File: src/rtl/proc_param.sv
// proc_param: parametrised multicycle processor, r0-r7 with r7 as pc, {N,Z,C} flags, conditional branches.
// Define PROC_SHIFT_EN to turn opcode 111 into lsl/lsr/asr/ror; otherwise 111 is a NOP.

module proc_param #(
  parameter int            DW       = 16,
  parameter int            AW       = 16,
  parameter logic [DW-1:0] RESET_PC = '0
) (
  input  logic          Clock,
  input  logic          Resetn,
  input  logic          Run,
  input  logic [DW-1:0] DIN,
  output logic [DW-1:0] DOUT,
  output logic [AW-1:0] ADDR,
  output logic          W,
  output logic          Done,
  output logic [2:0]    Flags,
  output logic [2:0]    dbg_state_o
);

  typedef enum logic [2:0] {
    T0 = 3'd0, T1 = 3'd1, T2 = 3'd2, T3 = 3'd3, T4 = 3'd4, T5 = 3'd5
  } state_t;

  localparam logic [2:0] OP_MV    = 3'b000;
  localparam logic [2:0] OP_MVT_B = 3'b001;
  localparam logic [2:0] OP_ADD   = 3'b010;
  localparam logic [2:0] OP_SUB   = 3'b011;
  localparam logic [2:0] OP_LD    = 3'b100;
  localparam logic [2:0] OP_ST    = 3'b101;
  localparam logic [2:0] OP_AND   = 3'b110;
  localparam logic [2:0] OP_SHIFT = 3'b111;

`ifdef PROC_SHIFT_EN
  localparam bit SHIFT_EN = 1'b1;
`else
  localparam bit SHIFT_EN = 1'b0;
`endif

  state_t        state_q;
  logic [DW-1:0] r_q [8];
  logic [DW-1:0] a_q, g_q, dout_q;
  logic [AW-1:0] addr_q;
  logic [15:0]   ir_q;
  logic          w_q;
  logic [2:0]    flags_q;

  logic [2:0]    iii, rx, ry;
  logic          m;
  logic [DW-1:0] imm, mvt_data, opb, alu_res;
  logic [DW:0]   sum, diff;
  logic          alu_c, cond_true, is_alu, done_w;

`ifdef PROC_SHIFT_EN
  int            sh_n;
  logic [DW:0]   wide_l, wide_r, wide_a;
  logic [DW-1:0] rot;
`endif

  always_comb begin
    iii      = ir_q[15:13];
    m        = ir_q[12];
    rx       = ir_q[11:9];
    ry       = ir_q[2:0];
    imm      = {{(DW-9){ir_q[8]}}, ir_q[8:0]};
    mvt_data = {ir_q[7:0], {(DW-8){1'b0}}};
    opb      = m ? imm : r_q[ry];
    sum      = {1'b0, a_q} + {1'b0, opb};
    diff     = {1'b0, a_q} - {1'b0, opb};

    // flags_q = {N, Z, C}
    case (rx)
      3'b000:  cond_true = 1'b1;
      3'b001:  cond_true = flags_q[1];
      3'b010:  cond_true = ~flags_q[1];
      3'b011:  cond_true = ~flags_q[0];
      3'b100:  cond_true = flags_q[0];
      3'b101:  cond_true = ~flags_q[2];
      3'b110:  cond_true = flags_q[2];
      default: cond_true = 1'b0;
    endcase

    // Default result is the branch target, which G also takes in T4.
    alu_res = a_q + imm;
    alu_c   = 1'b0;
    is_alu  = 1'b0;
    case (iii)
      OP_ADD: begin alu_res = sum[DW-1:0];  alu_c = sum[DW];   is_alu = 1'b1; end
      OP_SUB: begin alu_res = diff[DW-1:0]; alu_c = ~diff[DW]; is_alu = 1'b1; end
      OP_AND: begin alu_res = a_q & opb;    alu_c = 1'b0;      is_alu = 1'b1; end
      default: ;
    endcase

`ifdef PROC_SHIFT_EN
    // Guard bit below/above A captures the last bit shifted out; it stays 0 for amount 0.
    sh_n   = int'(m ? {1'b0, ir_q[3:0]} : r_q[ry][4:0]) % DW;
    wide_l = {1'b0, a_q} << sh_n;
    wide_r = {a_q, 1'b0} >> sh_n;
    wide_a = $unsigned($signed({a_q, 1'b0}) >>> sh_n);
    rot    = (a_q >> sh_n) | (a_q << (DW - sh_n));
    if (iii == OP_SHIFT) begin
      is_alu = 1'b1;
      case (ir_q[6:5])
        2'b00:   begin alu_res = wide_l[DW-1:0]; alu_c = wide_l[DW]; end
        2'b01:   begin alu_res = wide_r[DW:1];   alu_c = wide_r[0];  end
        2'b10:   begin alu_res = wide_a[DW:1];   alu_c = wide_a[0];  end
        default: begin alu_res = rot;            alu_c = wide_r[0];  end
      endcase
    end
`endif

    done_w = 1'b0;
    case (state_q)
      T3: begin
        case (iii)
          OP_MV:    done_w = 1'b1;
          OP_MVT_B: done_w = m | ~cond_true;
          OP_SHIFT: done_w = ~SHIFT_EN;
          default:  done_w = 1'b0;
        endcase
      end
      T4:      done_w = (iii == OP_ST);
      T5:      done_w = 1'b1;
      default: done_w = 1'b0;
    endcase
  end

  always_ff @(posedge Clock) begin
    if (!Resetn) begin
      state_q <= T0;
      for (int i = 0; i < 7; i++) r_q[i] <= '0;
      r_q[7]  <= RESET_PC;
      a_q     <= '0;
      g_q     <= '0;
      dout_q  <= '0;
      addr_q  <= '0;
      ir_q    <= '0;
      w_q     <= 1'b0;
      flags_q <= 3'b000;
    end else begin
      w_q <= 1'b0;
      case (state_q)
        T0: begin
          if (Run) begin
            addr_q  <= r_q[7][AW-1:0];
            r_q[7]  <= r_q[7] + DW'(1);
            state_q <= T1;
          end
        end
        T1: state_q <= T2;
        T2: begin
          ir_q    <= DIN[15:0];
          state_q <= T3;
        end
        T3: begin
          case (iii)
            OP_MV: r_q[rx] <= m ? imm : r_q[ry];
            OP_MVT_B: begin
              if (m) r_q[rx] <= mvt_data;
              else if (cond_true) a_q <= r_q[7];
            end
            OP_ADD, OP_SUB, OP_AND: a_q <= r_q[rx];
            OP_SHIFT: if (SHIFT_EN) a_q <= r_q[rx];
            OP_LD, OP_ST: addr_q <= r_q[ry][AW-1:0];
            default: ;
          endcase
          state_q <= done_w ? T0 : T4;
        end
        T4: begin
          if (iii == OP_ST) begin
            dout_q <= r_q[rx];
            w_q    <= 1'b1;
          end else begin
            g_q <= alu_res;
            if (is_alu) flags_q <= {alu_res[DW-1], (alu_res == '0), alu_c};
          end
          state_q <= done_w ? T0 : T5;
        end
        T5: begin
          if (iii == OP_LD)         r_q[rx] <= DIN;
          else if (iii == OP_MVT_B) r_q[7]  <= g_q;
          else                      r_q[rx] <= g_q;
          state_q <= T0;
        end
        default: state_q <= T0;
      endcase
    end
  end

  assign DOUT        = dout_q;
  assign ADDR        = addr_q;
  assign W           = w_q;
  assign Done        = done_w;
  assign Flags       = flags_q;
  assign dbg_state_o = state_q;

endmodule

File: config.mk
export PLATFORM = sky130hd
export DESIGN_NAME = proc_param
export DESIGN_NICKNAME = d
export VERILOG_FILES = /design/src/rtl/proc_param.sv
export SDC_FILE = /design/constraint.sdc
export NUM_CORES = 1
export LEC_CHECK = 0
export CAP_MARGIN = 20
export CORE_MARGIN = 3
export CORE_UTILIZATION = 55
export DETAILED_ROUTE_END_ITERATION = 12
export GPL_TIMING_DRIVEN = 0
export PLACE_DENSITY = 0.74
export SLEW_MARGIN = 40
export SYNTH_ARGS = -nofsm -noshare
export SYNTH_HDL_FRONTEND = slang
export SYNTH_SLANG_ARGS = --single-unit
File: constraint.sdc
create_clock -name Clock -period 5.75 [get_ports Clock]
set_clock_uncertainty 0.05 [all_clocks]
set_input_delay 1.15 -clock Clock [delete_from_list [all_inputs] [get_ports Clock]]
set_output_delay 1.15 -clock Clock [all_outputs]
set_load 0.005 [all_outputs]
## Yosys cells after proc, flatten, opt, wreduce, memory -nomap -nowiden

Memories as Yosys holds them, arrays and structs flattened. A register that Yosys moved wholly into a read port is not among the register bits.
Index checks and enable logic that the tools add are counted.

- Memories kept: 1
- RAM bits: 128
- Register bits: 87
- Output and inout bits: 40
- Logic and storage cells: 122
- Input port bits: 19

Memories:

| name | words | width | rd ports | clocked after Yosys merged registers in | wr ports | line | RTL |
|---|---|---|---|---|---|---|---|
| r_q | 8 | 16 | 3 | 2 | 8 | 41 | `logic [DW-1:0] r_q [8];` |

- Reduce and logical (&&, ||, !) cells: 16
- Equality and inequality tests: 22
- Add/subtract/negate cells: 4
- Bitwise operators: 13
- Muxes and demuxes: 58

Operator list:

| operator | count |
|---|---|
| $mux 16 | 11 |
| $pmux 16 s2 | 2 |
| $pmux 16 s3 | 1 |
| $mux 1 | 31 |
| $eq 3x3->1 const B | 9 |
| $mux 3 | 8 |
| $eq 3x2->1 const B | 6 |
| $add 16x16->17 | 1 |
| $sub 16x16->17 | 1 |
| $add 16x1->16 const B | 1 |
| $add 16x16->16 | 1 |
| $and 16x16->16 | 1 |
| $logic_not 16->1 | 1 |
| $reduce_or 16->1 | 1 |
| $pmux 3 s5 | 1 |
| $eq 3x1->1 const B | 3 |
| $logic_not 3->1 | 3 |
| $pmux 1 s7 | 1 |
| $ne 2x2->1 const B | 3 |
| $not 1->1 | 6 |
| $or 1x1->1 | 6 |
| $reduce_and 2->1 | 3 |
| $reduce_and 3->1 | 2 |
| $pmux 1 s2 | 2 |
| 6 further kinds | 8 |

## Depth between registers and ports, before layout

- Depth in word-level cells: 10
- Gate-level depth with buffers: 19
- Mapped depth without buffers: 16

## Least setup slack after synthesis

Ideal clock, no wire load.

- Kind: register -> register
- Start: register (tool-made name)
- End: register flags_q[1] (netlist: Flags[1])
- Cell stages (with the launch flop): 19
- Path buffers: 2
- Arrival time: 4417 ps
- Slack: 1198 ps
- Period minus slack after synthesis: 4552 ps
- Data required time: 5616 ps
- Library setup time: 84 ps
- Cells stage by stage: dfxtp_1 -> clkbuf_1 -> buf_2 -> mux4_2 -> mux2_2 -> mux2_2 -> ha_1 -> inv_1 -> fa_1 -> o21bai_4 -> a2111oi_2 -> o31a_1 -> o2bb2ai_2 -> o221ai_1 -> a222oi_1 -> and4_1 -> nand4_1 -> or3_1 -> o31ai_2

RTL lines:

| what | line | RTL |
|---|---|---|
| to (signal assigned) | 175 | `if (is_alu) flags_q <= {alu_res[DW-1], (alu_res == '0), alu_c};` |
| to (decl) | 46 | `logic [2:0] flags_q;` |

==> impl_results.md <==
* Run status: finished clean
* Number of fill cells in the layout at ~2,100
* Die Height at 164.9 um
* Final setup violation count at 0
* H-tree depth at 1
* Final worst-path cycle share at 0.9601
* Sink Count at 221
* Required @ worst endpoint at 6.13 ns
* Post-synth EDFFs at 128
* Number of buffers created by CTS at 23
* Buffer depth of the longest clock path at 3
* Std cell rows at 57
* Nature of the critical path startpoint: register
* Initial cell density of the core at 0.5657
* Total power at around 4.3 mW
* Crit. End Element: register
* Path category of the worst min-delay check: reg2reg
* Standby leakage power at just under 6 nW
* Post-synthesis async set-or-reset flop share at 0
* Die Width at 164.9 um
* Post-Syn Instances at about 1,400
* Fraction of the core area covered by cells at the end of the flow at 0.6398
* Worst rel slew slack at 0.3922
* Placeable core region at 0.02453 mm2
* Layout cells sized above 1 at 0.1096
* Time the final worst path needs with I/O delays and setup at 5.521 ns
* Floorplan die area at 0.02718 mm2
* Synthesized Nets at 1,486
* Clock latency at the later pin of the worst-skew pair at 0.52 ns
* Most instantiated flip-flop cell in the synthesis netlist: sky130_fd_sc_hd__edfxtp_1
* HPWL after detailed placement at 35,360 um
* Syn Std Cell Area at between 0.01 and 0.015 mm2
* Synth cell types at a little under 80
* Final slew viol count at 0
* Maximum vdd ir drop at 0.0003096 V
* Wire length of the first global-routing pass at 68,070 um
* Maximum fanout encountered on the critical timing path at 10
* Arrival @ worst endpoint at 5.90 ns
* Clock tree from TritonCTS: built
* Area growth from synthesis to layout at 13.10%
* Overflow left after global routing at 0
* Aggregate global-route resource usage at 0.3313
* Clock Tree Root: sky130_fd_sc_hd__clkbuf_16
* Count of boundary I/O pins at 59
* Vias at 11,783
* Post-Route Setup TNS at 0 ns
* Number of port buffers at a little under 60
* Unrepaired setup endpoints after global routing: false
* Total Routed Length at 44,680 um
* Avg WL per Cell at 24.31 um
* RePlAce Congestion at 0.9880
* Detailed-router iteration count before antenna repair at 8
* Synthesis-stage register bit count at 221
* Detailed router's first-iteration violation count at 1,393
* Max Cap Viol at 0
* Clock-pin slew on the worst setup and hold paths at 0.07 ns
* Syn Area/Cell at 9.822 um2
* Via count of the first global-routing pass at ~12,000
* Worst Setup Path Type: reg2reg
* Final ANT Viol Nets at 0
* Number of antenna violations at the first check in global routing at 0
* Antenna Diode Count at 0
* Yosys warning total at 0
* Via-per-instance ratio at 6.411
* Nets@finish at 1,571
* Achievable frequency at 0.1811 GHz
* Largest net degree at the start of global routing at 17
* Number of DRC violations after detailed routing at 0
* Power per cell area at 272.9 mW/mm2
* Hold Violations, Final at 0
* Slew @ Worst Pin at around 0.9 ns
* Share of the yosys chip area belonging to registers at 0.4111
## synth_stat cells, drive strengths merged, types with 10 or more instances
master / number / area (um2)
mux2: 24 / 270.3
inv: 42 / 157.7
nor2b: 29 / 188.9
nand3: 20 / 100.1
a211oi: 14 / 110.1
edfxtp: 128 / 3844
o221ai: 21 / 183.9
mux4: 64 / 1441
ha: 51 / 638.1
nand2b: 13 / 81.33
xnor2: 23 / 201.4
xor2: 14 / 122.6
nor2: 244 / 923.4
a21boi: 34 / 255.2
a31oi: 10 / 62.56
a211o: 19 / 166.4
buf: 21 / 103.9
nand2: 140 / 525.5
a21oi: 92 / 475.5
nor3: 28 / 140.1
and2: 11 / 68.82
nor3b: 10 / 75.07
o211a: 23 / 230.2
o21ai: 22 / 110.1
clkbuf: 79 / 297.8
mux2i: 26 / 260.3
dfxtp: 93 / 1862
## per-stage QoR
stage          instances  instance area, um2  hold slack [ns]  setup slack (ns)
2_1_floorplan       1413               13880           0.4075             1.198
3_3_place_gp        1795               14860           0.4374            0.1368
3_5_place_dp        1796               14890           0.4376            0.1106
4_1_cts             1837               15670           0.4507           0.07354
5_1_grt             1838               15700           0.4587           0.01164
6_report            1838               15700           0.4482            0.2293
## sequential cells by signal (all words and copies together), names as in the netlist, named ones only
register and cells:
a_q 16, DOUT 16, W 1, dbg_state_o 3, r_q 128, ir_q 16, ADDR 16, Flags 3
g_q 16
## path summary, 6_finish.rpt
path,cells past startpoint,slack (ns),startpoint,endpoint
max reg2reg,19,0.23,register,Flags[1]
min,1,0.45,DOUT[10],DOUT[10]
min reg2reg,1,0.45,DOUT[10],DOUT[10]
max,19,0.23,register,Flags[1]
## layout make-up
cell class,count,area (um2),share of cell area
flip-flops and latches,221,5705,0.3635
clock buffers,27,631.9,0.04026
repair buffers,60,595.6,0.03794
clock inverters,14,150.1,0.009566
well taps,324,405.4,0.02583
multi-input cells,1050,7642,0.4869
inverters,42,157.7,0.01004
plain buffers,100,407.9,0.02599
## cell usage in the layout, fill, tap and decap left out, types with 19 or more instances in the layout
cell type	netlist	routed
sky130_fd_sc_hd__a211o_1	19	19
sky130_fd_sc_hd__a21boi_0	34	34
sky130_fd_sc_hd__a21oi_1	88	83
sky130_fd_sc_hd__clkbuf_1	78	79
sky130_fd_sc_hd__clkbuf_16	0	24
sky130_fd_sc_hd__clkdlybuf4s50_1	0	58
sky130_fd_sc_hd__dfxtp_1	93	93
sky130_fd_sc_hd__edfxtp_1	128	128
sky130_fd_sc_hd__ha_1	51	51
sky130_fd_sc_hd__inv_1	41	41
sky130_fd_sc_hd__mux2_2	24	24
sky130_fd_sc_hd__mux2i_1	26	26
sky130_fd_sc_hd__mux4_2	64	64
sky130_fd_sc_hd__nand2_1	140	140
sky130_fd_sc_hd__nand3_1	20	20
sky130_fd_sc_hd__nor2_1	243	243
sky130_fd_sc_hd__nor2b_1	28	28
sky130_fd_sc_hd__nor3_1	28	26
sky130_fd_sc_hd__o211a_1	23	23
sky130_fd_sc_hd__o21ai_0	20	20
sky130_fd_sc_hd__o221ai_1	21	21
sky130_fd_sc_hd__xnor2_1	23	23
## cell families (layout without fill, tap and decap cells)
group           Yosys count  after routing  synth area share
compound gates          318            318            0.1661
xor+xnor                 37             37           0.02335
fa+ha+maj                54             54           0.05031
buf+inv                 142            243           0.04030
flops                   221            221            0.4111
mux                     114            114            0.1421
simple gates            527            527            0.1668
## worst max-delay path, stage by stage, from the launching register on
cell and delay (ns):
sky130_fd_sc_hd__dfxtp_1 0.31, sky130_fd_sc_hd__clkbuf_1 0.30, sky130_fd_sc_hd__clkbuf_4 0.37, sky130_fd_sc_hd__mux4_2 0.55, sky130_fd_sc_hd__mux2_2 0.32, sky130_fd_sc_hd__mux2_2 0.35, sky130_fd_sc_hd__ha_1 0.24, sky130_fd_sc_hd__inv_1 0.09
sky130_fd_sc_hd__fa_1 0.28, sky130_fd_sc_hd__o21bai_4 0.11, sky130_fd_sc_hd__a2111oi_2 0.40, sky130_fd_sc_hd__o31a_1 0.33, sky130_fd_sc_hd__o2bb2ai_2 0.22, sky130_fd_sc_hd__o221ai_1 0.15, sky130_fd_sc_hd__a222oi_1 0.34, sky130_fd_sc_hd__buf_4 0.19
sky130_fd_sc_hd__and4_1 0.21, sky130_fd_sc_hd__nand4_1 0.09, sky130_fd_sc_hd__or3_1 0.34, sky130_fd_sc_hd__o31ai_2 0.19
## power breakdown
group | leakage [nW] | total, mW | internal (mW) | switching, mW
Clock | 0.387 | 1.55 | 0.919 | 0.630
Sequential | 2.08 | 1.82 | 1.74 | 0.0784
Combinational | 3.46 | 0.911 | 0.333 | 0.578
Total | 5.93 | 4.28 | 3.00 | 1.29
## metal layers
| metal | vias to the layer above | wire (um) | share of wire | track usage |
|---|---|---|---|---|
| li1 | 5355 | - | - | - |
| met1 | 5681 | 16820 | 0.38 | 0.4203 |
| met2 | 616 | 21800 | 0.49 | 0.5698 |
| met3 | 131 | 3541 | 0.079 | 0.03511 |
| met4 | 0 | 2513 | 0.056 | 0.1559 |
| met5 | - | 0 | 0 | 0 |
## what timing repair did
| item | 4_1_cts | 5_1_grt |
|---|---|---|
| buffers inserted | 0 | 1 |
| hold buffers | 0 | 0 |
| gates resized for setup | 0 | 1 |
| setup endpoints to repair | 0 | 1 |
Power figures use the tool's default switching activity.
